<file path="src/rtl/conv_tile_sequencer_pkg.sv">
// Shared definitions for the convolution tile sequencer: instruction type codes,
// FSM state encoding and default geometry.
package conv_tile_sequencer_pkg;

    localparam logic [7:0] COM_CONV   = 8'h01;
    localparam logic [7:0] COM_DWCONV = 8'h02;
    localparam logic [7:0] COM_PWCONV = 8'h04;

    localparam int TM_DEFAULT       = 16;
    localparam int PIPE_LAT_DEFAULT = 8;
    localparam int TILE_W_DEFAULT   = 8;

    typedef enum logic [2:0] {
        ST_IDLE       = 3'd0,
        ST_CONFIG     = 3'd1,
        ST_SHIFT      = 3'd2,
        ST_WAIT_SHIFT = 3'd3,
        ST_WEIGHT     = 3'd4,
        ST_DRAIN      = 3'd5,
        ST_CLEAR      = 3'd6
    } state_t;

    function automatic logic com_supported(input logic [7:0] com);
        return (com == COM_CONV) || (com == COM_DWCONV) || (com == COM_PWCONV);
    endfunction

endpackage

</file>
<file path="src/rtl/conv_tile_sequencer_if.sv">
// Instruction channel from the decoder to the sequencer.
// Handshake: an instruction transfers on a cycle where inst_valid and inst_ready are both high;
// the fields are only meaningful while inst_valid is high, and valid is ignored while ready is low.
interface conv_tile_sequencer_if
    import conv_tile_sequencer_pkg::*;
#(
    parameter int TILE_W = TILE_W_DEFAULT
);
    logic              inst_valid;
    logic              inst_ready;
    logic [7:0]        inst_com_type;
    logic [3:0]        inst_kernel_size;
    logic [TILE_W-1:0] inst_tile_count;
    logic              inst_in_sel;

    modport master (
        output inst_valid,
        output inst_com_type,
        output inst_kernel_size,
        output inst_tile_count,
        output inst_in_sel,
        input  inst_ready
    );

    modport slave (
        input  inst_valid,
        input  inst_com_type,
        input  inst_kernel_size,
        input  inst_tile_count,
        input  inst_in_sel,
        output inst_ready
    );
endinterface

</file>
<file path="src/rtl/conv_tile_sequencer_valid_delay_line.sv">
// Models the adder/scaler pipeline latency: each weight read strobe re-emerges as a
// scaled-output valid exactly PIPE_LAT cycles later.
module conv_tile_sequencer_valid_delay_line
    import conv_tile_sequencer_pkg::*;
#(
    parameter int PIPE_LAT = PIPE_LAT_DEFAULT
) (
    input  logic clk,
    input  logic i_clear,
    input  logic i_valid,
    output logic o_valid
);

    logic [PIPE_LAT-1:0] r_shreg;

    generate
        if (PIPE_LAT == 1) begin : g_single
            always_ff @(posedge clk) begin
                if (i_clear) begin
                    r_shreg <= '0;
                end else begin
                    r_shreg <= i_valid;
                end
            end
        end else begin : g_multi
            always_ff @(posedge clk) begin
                if (i_clear) begin
                    r_shreg <= '0;
                end else begin
                    r_shreg <= {r_shreg[PIPE_LAT-2:0], i_valid};
                end
            end
        end
    endgenerate

    assign o_valid = r_shreg[PIPE_LAT-1];

endmodule

</file>
<file path="src/rtl/conv_tile_sequencer.sv">
// Instruction-driven sequencer for the CONV/DWCONV/PWCONV data path: configures it once,
// then per tile shifts the vertical register, issues weight reads and drains the pipeline.
module conv_tile_sequencer
    import conv_tile_sequencer_pkg::*;
#(
    parameter int TM       = TM_DEFAULT,
    parameter int PIPE_LAT = PIPE_LAT_DEFAULT,
    parameter int TILE_W   = TILE_W_DEFAULT
) (
    input  logic                  clk,
    input  logic                  rst,
    conv_tile_sequencer_if.slave  inst,
    output logic                  config_enable,
    output logic                  config_clear,
    output logic [7:0]            com_type,
    output logic [3:0]            kernel_size,
    output logic                  virreg_shift,
    output logic                  virreg_input_sel,
    input  logic                  shift_done,
    output logic [15:0]           weight_addr,
    output logic                  weight_read_en,
    output logic                  out_valid,
    output logic                  busy,
    output logic                  done,
    output logic                  err_unsupported,
    output state_t                o_dbg_state
);

    localparam int               CH_W       = (TM > 1) ? $clog2(TM) : 1;
    localparam logic [CH_W-1:0]  CH_LAST    = CH_W'(TM - 1);
    localparam logic [4:0]       DRAIN_LAST = 5'(PIPE_LAT - 1);
    localparam logic [TILE_W:0]  TILE_ONE   = (TILE_W + 1)'(1);

    state_t              r_state;
    state_t              w_state_nxt;
    logic [7:0]          r_com_type;
    logic [3:0]          r_kernel_size;
    logic                r_in_sel;
    logic [TILE_W-1:0]   r_tile_count;
    logic [TILE_W-1:0]   r_tile_idx;
    logic [CH_W-1:0]     r_ch;
    logic [4:0]          r_drain;
    logic                r_done_pulse;
    logic                r_err_pulse;

    logic                w_accept;
    logic                w_supported;
    logic                w_is_conv;
    logic                w_ch_last;
    logic                w_drain_last;
    logic                w_more_tiles;
    logic [15:0]         w_base_addr;
    logic [15:0]         w_conv_addr;
    logic                w_read_en;

    assign w_supported  = com_supported(inst.inst_com_type);
    assign w_is_conv    = (r_com_type == COM_CONV);
    assign w_ch_last    = (r_ch == CH_LAST);
    assign w_drain_last = (r_drain == DRAIN_LAST);
    // Extra bit keeps tile_idx+1 from wrapping when tile_count is all ones.
    assign w_more_tiles = (({1'b0, r_tile_idx} + TILE_ONE) < {1'b0, r_tile_count});

    always_comb begin
        w_state_nxt = r_state;
        w_accept    = 1'b0;
        case (r_state)
            ST_IDLE: begin
                if (inst.inst_valid) begin
                    w_accept = 1'b1;
                    if (w_supported && (inst.inst_tile_count != '0)) begin
                        w_state_nxt = ST_CONFIG;
                    end
                end
            end
            ST_CONFIG:     w_state_nxt = ST_SHIFT;
            ST_SHIFT:      w_state_nxt = ST_WAIT_SHIFT;
            ST_WAIT_SHIFT: begin
                if (shift_done) begin
                    w_state_nxt = ST_WEIGHT;
                end
            end
            ST_WEIGHT: begin
                if (!w_is_conv || w_ch_last) begin
                    w_state_nxt = ST_DRAIN;
                end
            end
            ST_DRAIN: begin
                if (w_drain_last) begin
                    w_state_nxt = w_more_tiles ? ST_SHIFT : ST_CLEAR;
                end
            end
            ST_CLEAR:      w_state_nxt = ST_IDLE;
            default:       w_state_nxt = ST_IDLE;
        endcase
    end

    always_ff @(posedge clk) begin
        if (rst) begin
            r_state       <= ST_IDLE;
            r_com_type    <= '0;
            r_kernel_size <= '0;
            r_in_sel      <= 1'b0;
            r_tile_count  <= '0;
            r_tile_idx    <= '0;
            r_ch          <= '0;
            r_drain       <= '0;
            r_done_pulse  <= 1'b0;
            r_err_pulse   <= 1'b0;
        end else begin
            r_state      <= w_state_nxt;
            r_done_pulse <= w_accept && w_supported && (inst.inst_tile_count == '0);
            r_err_pulse  <= w_accept && !w_supported;

            if (w_accept) begin
                r_com_type    <= inst.inst_com_type;
                r_kernel_size <= inst.inst_kernel_size;
                r_in_sel      <= inst.inst_in_sel;
                r_tile_count  <= inst.inst_tile_count;
                r_tile_idx    <= '0;
                r_ch          <= '0;
                r_drain       <= '0;
            end

            if ((r_state == ST_WEIGHT) && w_is_conv) begin
                r_ch <= w_ch_last ? '0 : r_ch + 1'b1;
            end

            if (r_state == ST_DRAIN) begin
                r_drain <= w_drain_last ? '0 : r_drain + 1'b1;
                if (w_drain_last && w_more_tiles) begin
                    r_tile_idx <= r_tile_idx + 1'b1;
                end
            end

            if (r_state == ST_CLEAR) begin
                r_tile_idx <= '0;
            end
        end
    end

    // Address arithmetic deliberately wraps at 16 bits.
    assign w_base_addr = 16'(r_tile_idx) * 16'(TM);
    assign w_conv_addr = w_base_addr + 16'(r_ch);
    assign w_read_en   = (r_state == ST_WEIGHT);

    conv_tile_sequencer_valid_delay_line #(
        .PIPE_LAT (PIPE_LAT)
    ) u_valid_delay_line (
        .clk     (clk),
        .i_clear (rst),
        .i_valid (w_read_en),
        .o_valid (out_valid)
    );

    assign inst.inst_ready  = (r_state == ST_IDLE);
    assign busy             = (r_state != ST_IDLE);
    assign config_enable    = (r_state == ST_CONFIG);
    assign virreg_shift     = (r_state == ST_SHIFT);
    assign config_clear     = (r_state == ST_CLEAR);
    assign done             = (r_state == ST_CLEAR) || r_done_pulse;
    assign err_unsupported  = r_err_pulse;
    assign weight_read_en   = w_read_en;
    assign weight_addr      = w_read_en ? (w_is_conv ? w_conv_addr : 16'(r_tile_idx)) : 16'd0;
    assign com_type         = r_com_type;
    assign kernel_size      = r_kernel_size;
    assign virreg_input_sel = r_in_sel;
    assign o_dbg_state      = r_state;

endmodule

</file>
<file path="src/flat_wrapper.sv">
// flat-port wrapper written by rule: the top's interface ports become plain ports
module conv_tile_sequencer_flat import conv_tile_sequencer_pkg::*;
#(
    parameter int TM       = TM_DEFAULT,
    parameter int PIPE_LAT = PIPE_LAT_DEFAULT,
    parameter int TILE_W   = TILE_W_DEFAULT
)
  (clk, rst, config_enable, config_clear, com_type, kernel_size, virreg_shift, virreg_input_sel, shift_done, weight_addr, weight_read_en, out_valid, busy, done, err_unsupported, o_dbg_state, inst_inst_valid, inst_inst_com_type, inst_inst_kernel_size, inst_inst_tile_count, inst_inst_in_sel, inst_inst_ready);
  conv_tile_sequencer_if #(.TILE_W(TILE_W)) inst_i ();
  input  logic clk;
  input  logic rst;
  output logic config_enable;
  output logic config_clear;
  output logic [7:0] com_type;
  output logic [3:0] kernel_size;
  output logic virreg_shift;
  output logic virreg_input_sel;
  input  logic shift_done;
  output logic [15:0] weight_addr;
  output logic weight_read_en;
  output logic out_valid;
  output logic busy;
  output logic done;
  output logic err_unsupported;
  output state_t o_dbg_state;
  input wire logic [$bits(inst_i.inst_valid)-1:0] inst_inst_valid;
  input wire logic [$bits(inst_i.inst_com_type)-1:0] inst_inst_com_type;
  input wire logic [$bits(inst_i.inst_kernel_size)-1:0] inst_inst_kernel_size;
  input wire logic [$bits(inst_i.inst_tile_count)-1:0] inst_inst_tile_count;
  input wire logic [$bits(inst_i.inst_in_sel)-1:0] inst_inst_in_sel;
  output wire logic [$bits(inst_i.inst_ready)-1:0] inst_inst_ready;
  assign inst_i.inst_valid = inst_inst_valid;
  assign inst_i.inst_com_type = inst_inst_com_type;
  assign inst_i.inst_kernel_size = inst_inst_kernel_size;
  assign inst_i.inst_tile_count = inst_inst_tile_count;
  assign inst_i.inst_in_sel = inst_inst_in_sel;
  assign inst_inst_ready = inst_i.inst_ready;
  conv_tile_sequencer #(.TM(TM), .PIPE_LAT(PIPE_LAT), .TILE_W(TILE_W)) u_core (.clk(clk), .rst(rst), .inst(inst_i), .config_enable(config_enable), .config_clear(config_clear), .com_type(com_type), .kernel_size(kernel_size), .virreg_shift(virreg_shift), .virreg_input_sel(virreg_input_sel), .shift_done(shift_done), .weight_addr(weight_addr), .weight_read_en(weight_read_en), .out_valid(out_valid), .busy(busy), .done(done), .err_unsupported(err_unsupported), .o_dbg_state(o_dbg_state));
endmodule
</file>
<file path="config.mk">
export PLATFORM = sky130hd
export DESIGN_NAME = conv_tile_sequencer_flat
export DESIGN_NICKNAME = d
export VERILOG_FILES = /design/src/rtl/conv_tile_sequencer_pkg.sv /design/src/rtl/conv_tile_sequencer_if.sv /design/src/rtl/conv_tile_sequencer_valid_delay_line.sv /design/src/rtl/conv_tile_sequencer.sv /design/src/flat_wrapper.sv
export SDC_FILE = /design/constraint.sdc
export NUM_CORES = 1
export LEC_CHECK = 0
export CAP_MARGIN = 20
export CORE_AREA = 2 2 92 94
export CTS_BUF_LIST = sky130_fd_sc_hd__clkbuf_4
export CTS_CLUSTER_SIZE = 14
export DETAILED_ROUTE_END_ITERATION = 8
export DIE_AREA = 0 0 94 96
export PLACE_DENSITY = 0.66
export SETUP_SLACK_MARGIN = 0.4
export SLEW_MARGIN = 30
export SYNTH_ARGS = -nofsm -noshare
export SYNTH_HDL_FRONTEND = slang
export SYNTH_SLANG_ARGS = --single-unit
export TNS_END_PERCENT = 1
</file>
<file path="constraint.sdc">
create_clock -name clk -period 3.5 [get_ports clk]
set_clock_uncertainty 0.1 [all_clocks]
set_input_delay 0.525 -clock clk [delete_from_list [all_inputs] [get_ports clk]]
set_output_delay 0.525 -clock clk [all_outputs]
set_load 0.02 [all_outputs]
</file>
==> impl_metrics.py <==
metrics = {
    "clock_tree": {
        "cts_max_level": 2,
        "clockRootBuffer": "clkbuf_4",
        "numCtsBuffers": 5,
        "clock_path_buffers": 2,
        "cts_sinks": 51,
        "insertion_delay_ps": 370,
        "clk_pin_slew_ps": 150,
        "cts.hold.buffers_added": 0,
        "cts_tree": "yes",
    },
    "placement": {
        "dpl.hpwl_mm": 5.16,
        "routabilityCongestion": 0.936,
        "port_buffers": 61,
    },
    "routing": {
        "routed_wl_mm": 6.94,
        "vias_per_cell": 5.02,
        "drt_pre_antenna_iters": 6,
        "drt_iter0_markers": 81,
        "drc": 0,
        "ant_nets": 0,
        "wire_per_inst_um": 13.8,
        "num_vias": 2530,
    },
    "job": {
        "cap_violations": 0,
    },
    "synth": {
        "ys_types": 59,
        "ys_seq_area_share_pct": 37.6,
        "synthCells": 344,
        "synth_mux_area_share_pct": 0,
        "yosys-top-cells-count": "56 x nand2_1, 51 x dfxtp_1, 40 x a21oi_1",
        "ys_top_cells_by_area": "dfxtp_1 38%, nand2_1 7.7%, a21oi_1 7.4%",
        "ys.flop_type": "dfxtp_1",
        "synth-seq-cells": 51,
        "syn_area_per_cell_um2": 7.90,
        "synth_simple_gate_area_share_pct": 31.7,
        "yosysTopAreaCellShare_pct": 37.6,
        "synth_xor_area_share_pct": 0.644,
        "synth_compound_area_share_pct": 17.0,
        "synth_edf_count": 0,
        "synth_top_family_by_area": "simple AND/OR/NAND/NOR gates",
        "netlist_area_um2": 2720,
        "synth_adder_area_share_pct": 4.60,
        "yosys_warnings": 0,
        "yosysMostFrequentCell": "nand2_1",
        "async_flop_share_pct": 0,
        "synth_top_cell_by_area": "dfxtp_1",
    },
    "timing": {
        "max_freq_mhz": 334,
        "timing_hold_violations_final": 0,
        "fin_crit_sh_pct": 85.6,
        "tightest_slew_ps": 502,
        "rsz0062_at_grt": "no",
        "relSlewSlack_pct": 66.1,
        "setup_tns_ps": 0,
        "setup_violations": 0,
        "drv_slew": 0,
        "final.min_clock_period_ps": 3000,
    },
    "die": {
        "die_h_um": 96,
        "die_w_um": 94,
        "ios": 66,
        "core_um2": 8050,
        "dieArea_um2": 9020,
        "rows": 33,
        "initial_core_util_pct": 33.8,
    },
    "cells_and_area": {
        "drive_gt1_share_pct": 9.52,
        "multiInputGateArea_um2": 1490,
        "area_growth_syn_to_layout_pct": 28.2,
        "fillers": 814,
        "num-nets-final": 433,
        "seq_area_um2": 1030,
        "final_util_pct": 43.3,
        "antennaDiodeCount": 0,
    },
    "critical_path": {
        "cp-end-kind": "output pin",
        "path_class": "register to output pin",
        "crit_arrival_ps": 2370,
        "cp_max_fo": 14,
        "reg2regPathDepth": 9,
        "startpoint_type": "register",
        "worstReg2RegStart": "u_core.r_tile_idx[0]$_SDFF_PP0_",
        "setup.worst_path.start": "u_core.o_dbg_state[1]$_SDFFE_PP0P_",
        "critPathRequiredTime_ps": 2870,
    },
    "power_and_ir_drop": {
        "p_switching_mw": 0.675,
        "ir_worst_vdd_mv": 0.196,
        "power.density_nw_per_um2": 527,
        "clkPwrFrac_pct": 22.7,
        "comb_power_share_pct": 38.2,
        "switching_share_pct": 36.8,
        "p_leak_nw": 1.32,
        "intPower_mw": 1.16,
        "p_seq_share_pct": 39.1,
    },
    "min_path": {
        "hold_path.class": "register to register",
        "min_from": "u_core.u_valid_delay_line.r_shreg[2]$_SDFF_PP0_",
        "holdPathStages": 1,
    },
    "outcome": {
        "status": "completed",
    },
    "global_routing": {
        "track_usage_pct": 15.7,
        "grt_first_pass_wirelength_mm": 11.3,
        "grt_overflow": 0,
        "antenna_found_initial": 0,
        "grt_max_degree": 42,
        "grt_pass1_vias": 2433,
    },
}
==> kinds of logic after synthesis <==
| group | Yosys count |
|---|---|
| DFF | 51 |
| xor gates and xnor gates | 2 |
| buffers and inverters | 42 |
| AOI/OAI and AO/OA | 77 |
| and+or+nand+nor | 161 |
| adders and majority gates | 10 |
| other | 1 |
==> worst max-delay path, cell delays in order, from the launching register on <==
cell and delay [ps]:
dfxtp_1 440, or3b_4 520, clkinv_4 90, and3_4 200
and2_1 140, clkdlybuf4s50_1 600
==> power groups by stage <==
stage	clock network, mW	logic, mW	registers, mW
global route	0.454	0.767	0.728
CTS	0.429	0.696	0.717
detailed placement	0	0.679	0.729
floorplan	0	0.436	0.753
global placement	0	0.672	0.728
finish	0.417	0.703	0.718
==> per-layer routing <==
| layer | GRT usage, % | routed length (um) | part of all wire [%] |
|---|---|---|---|
| met1 | 18.9 | 3210 | 46 |
| met2 | 27.0 | 3320 | 48 |
| met3 | 4.54 | 302 | 4.3 |
| met4 | 5.19 | 117 | 1.7 |
| met5 | 0 | 0 | 0 |
==> stage by stage <==
step | cells | power (mW) | cell area [um2] | setup slack (ps) | hold WS, ps
after global routing | 504 | 1.95 | 3490 | 402 | 365
after floorplan | 347 | 1.19 | 2730 | 953 | 314
after CTS | 503 | 1.84 | 3470 | 401 | 365
after global placement | 493 | 1.40 | 3340 | 607 | 328
final | 504 | 1.84 | 3490 | 502 | 364
after detailed placement | 493 | 1.41 | 3340 | 583 | 326
==> state kept, by name (all words and copies together) (netlist names) <==
signal and count:
u_core.com_type 8, u_core.err_unsupported 1, u_core.kernel_size 4, u_core.o_dbg_state 3, u_core.r_ch 4, u_core.r_done_pulse 1, u_core.r_drain 5, u_core.r_tile_count 8
u_core.r_tile_idx 8, u_core.u_valid_delay_line.r_shreg 8, u_core.virreg_input_sel 1
==> what timing repair did <==
| item | in CTS | in global routing |
|---|---|---|
| resized for setup | 3 | 3 |
| gates cloned | 0 | 0 |
| setup endpoints to repair | 12 | 4 |
| setup buffers | 2 | 1 |
| pin swaps | 2 | 1 |
==> cell type report <==
cell class | count | share of cell area, %
clock inverters | 3 | 1.94
clock buffers | 5 | 1.08
repair buffers | 67 | 18.8
flip-flops and latches | 51 | 29.4
well taps | 105 | 3.77
inverters | 19 | 2.19
multi-input cells | 254 | 42.8
==> placed cells by master, fill, tap and decap left out, types with 5 or more instances in the layout <==
master,n
inv_1,17
nand2b_1,5
a21oi_1,40
nand3_1,14
clkbuf_4,5
nor3_1,7
o21ai_1,10
nor2_1,28
or2_2,6
ha_1,10
buf_4,6
o211ai_1,5
nor2b_1,8
nand2_1,55
clkdlybuf4s50_1,61
and2_1,6
dfxtp_1,49
==> final timing paths <==
path / end / slack [ps]
worst max register to register: u_core.o_dbg_state[2]$_SDFFE_PP0P_ / 690
worst min-delay path: u_core.u_valid_delay_line.r_shreg[3]$_SDFF_PP0_ / 360
worst max-delay path: weight_addr[11] / 500
worst min register to register: u_core.u_valid_delay_line.r_shreg[3]$_SDFF_PP0_ / 360
Power figures use the tool's default switching activity.
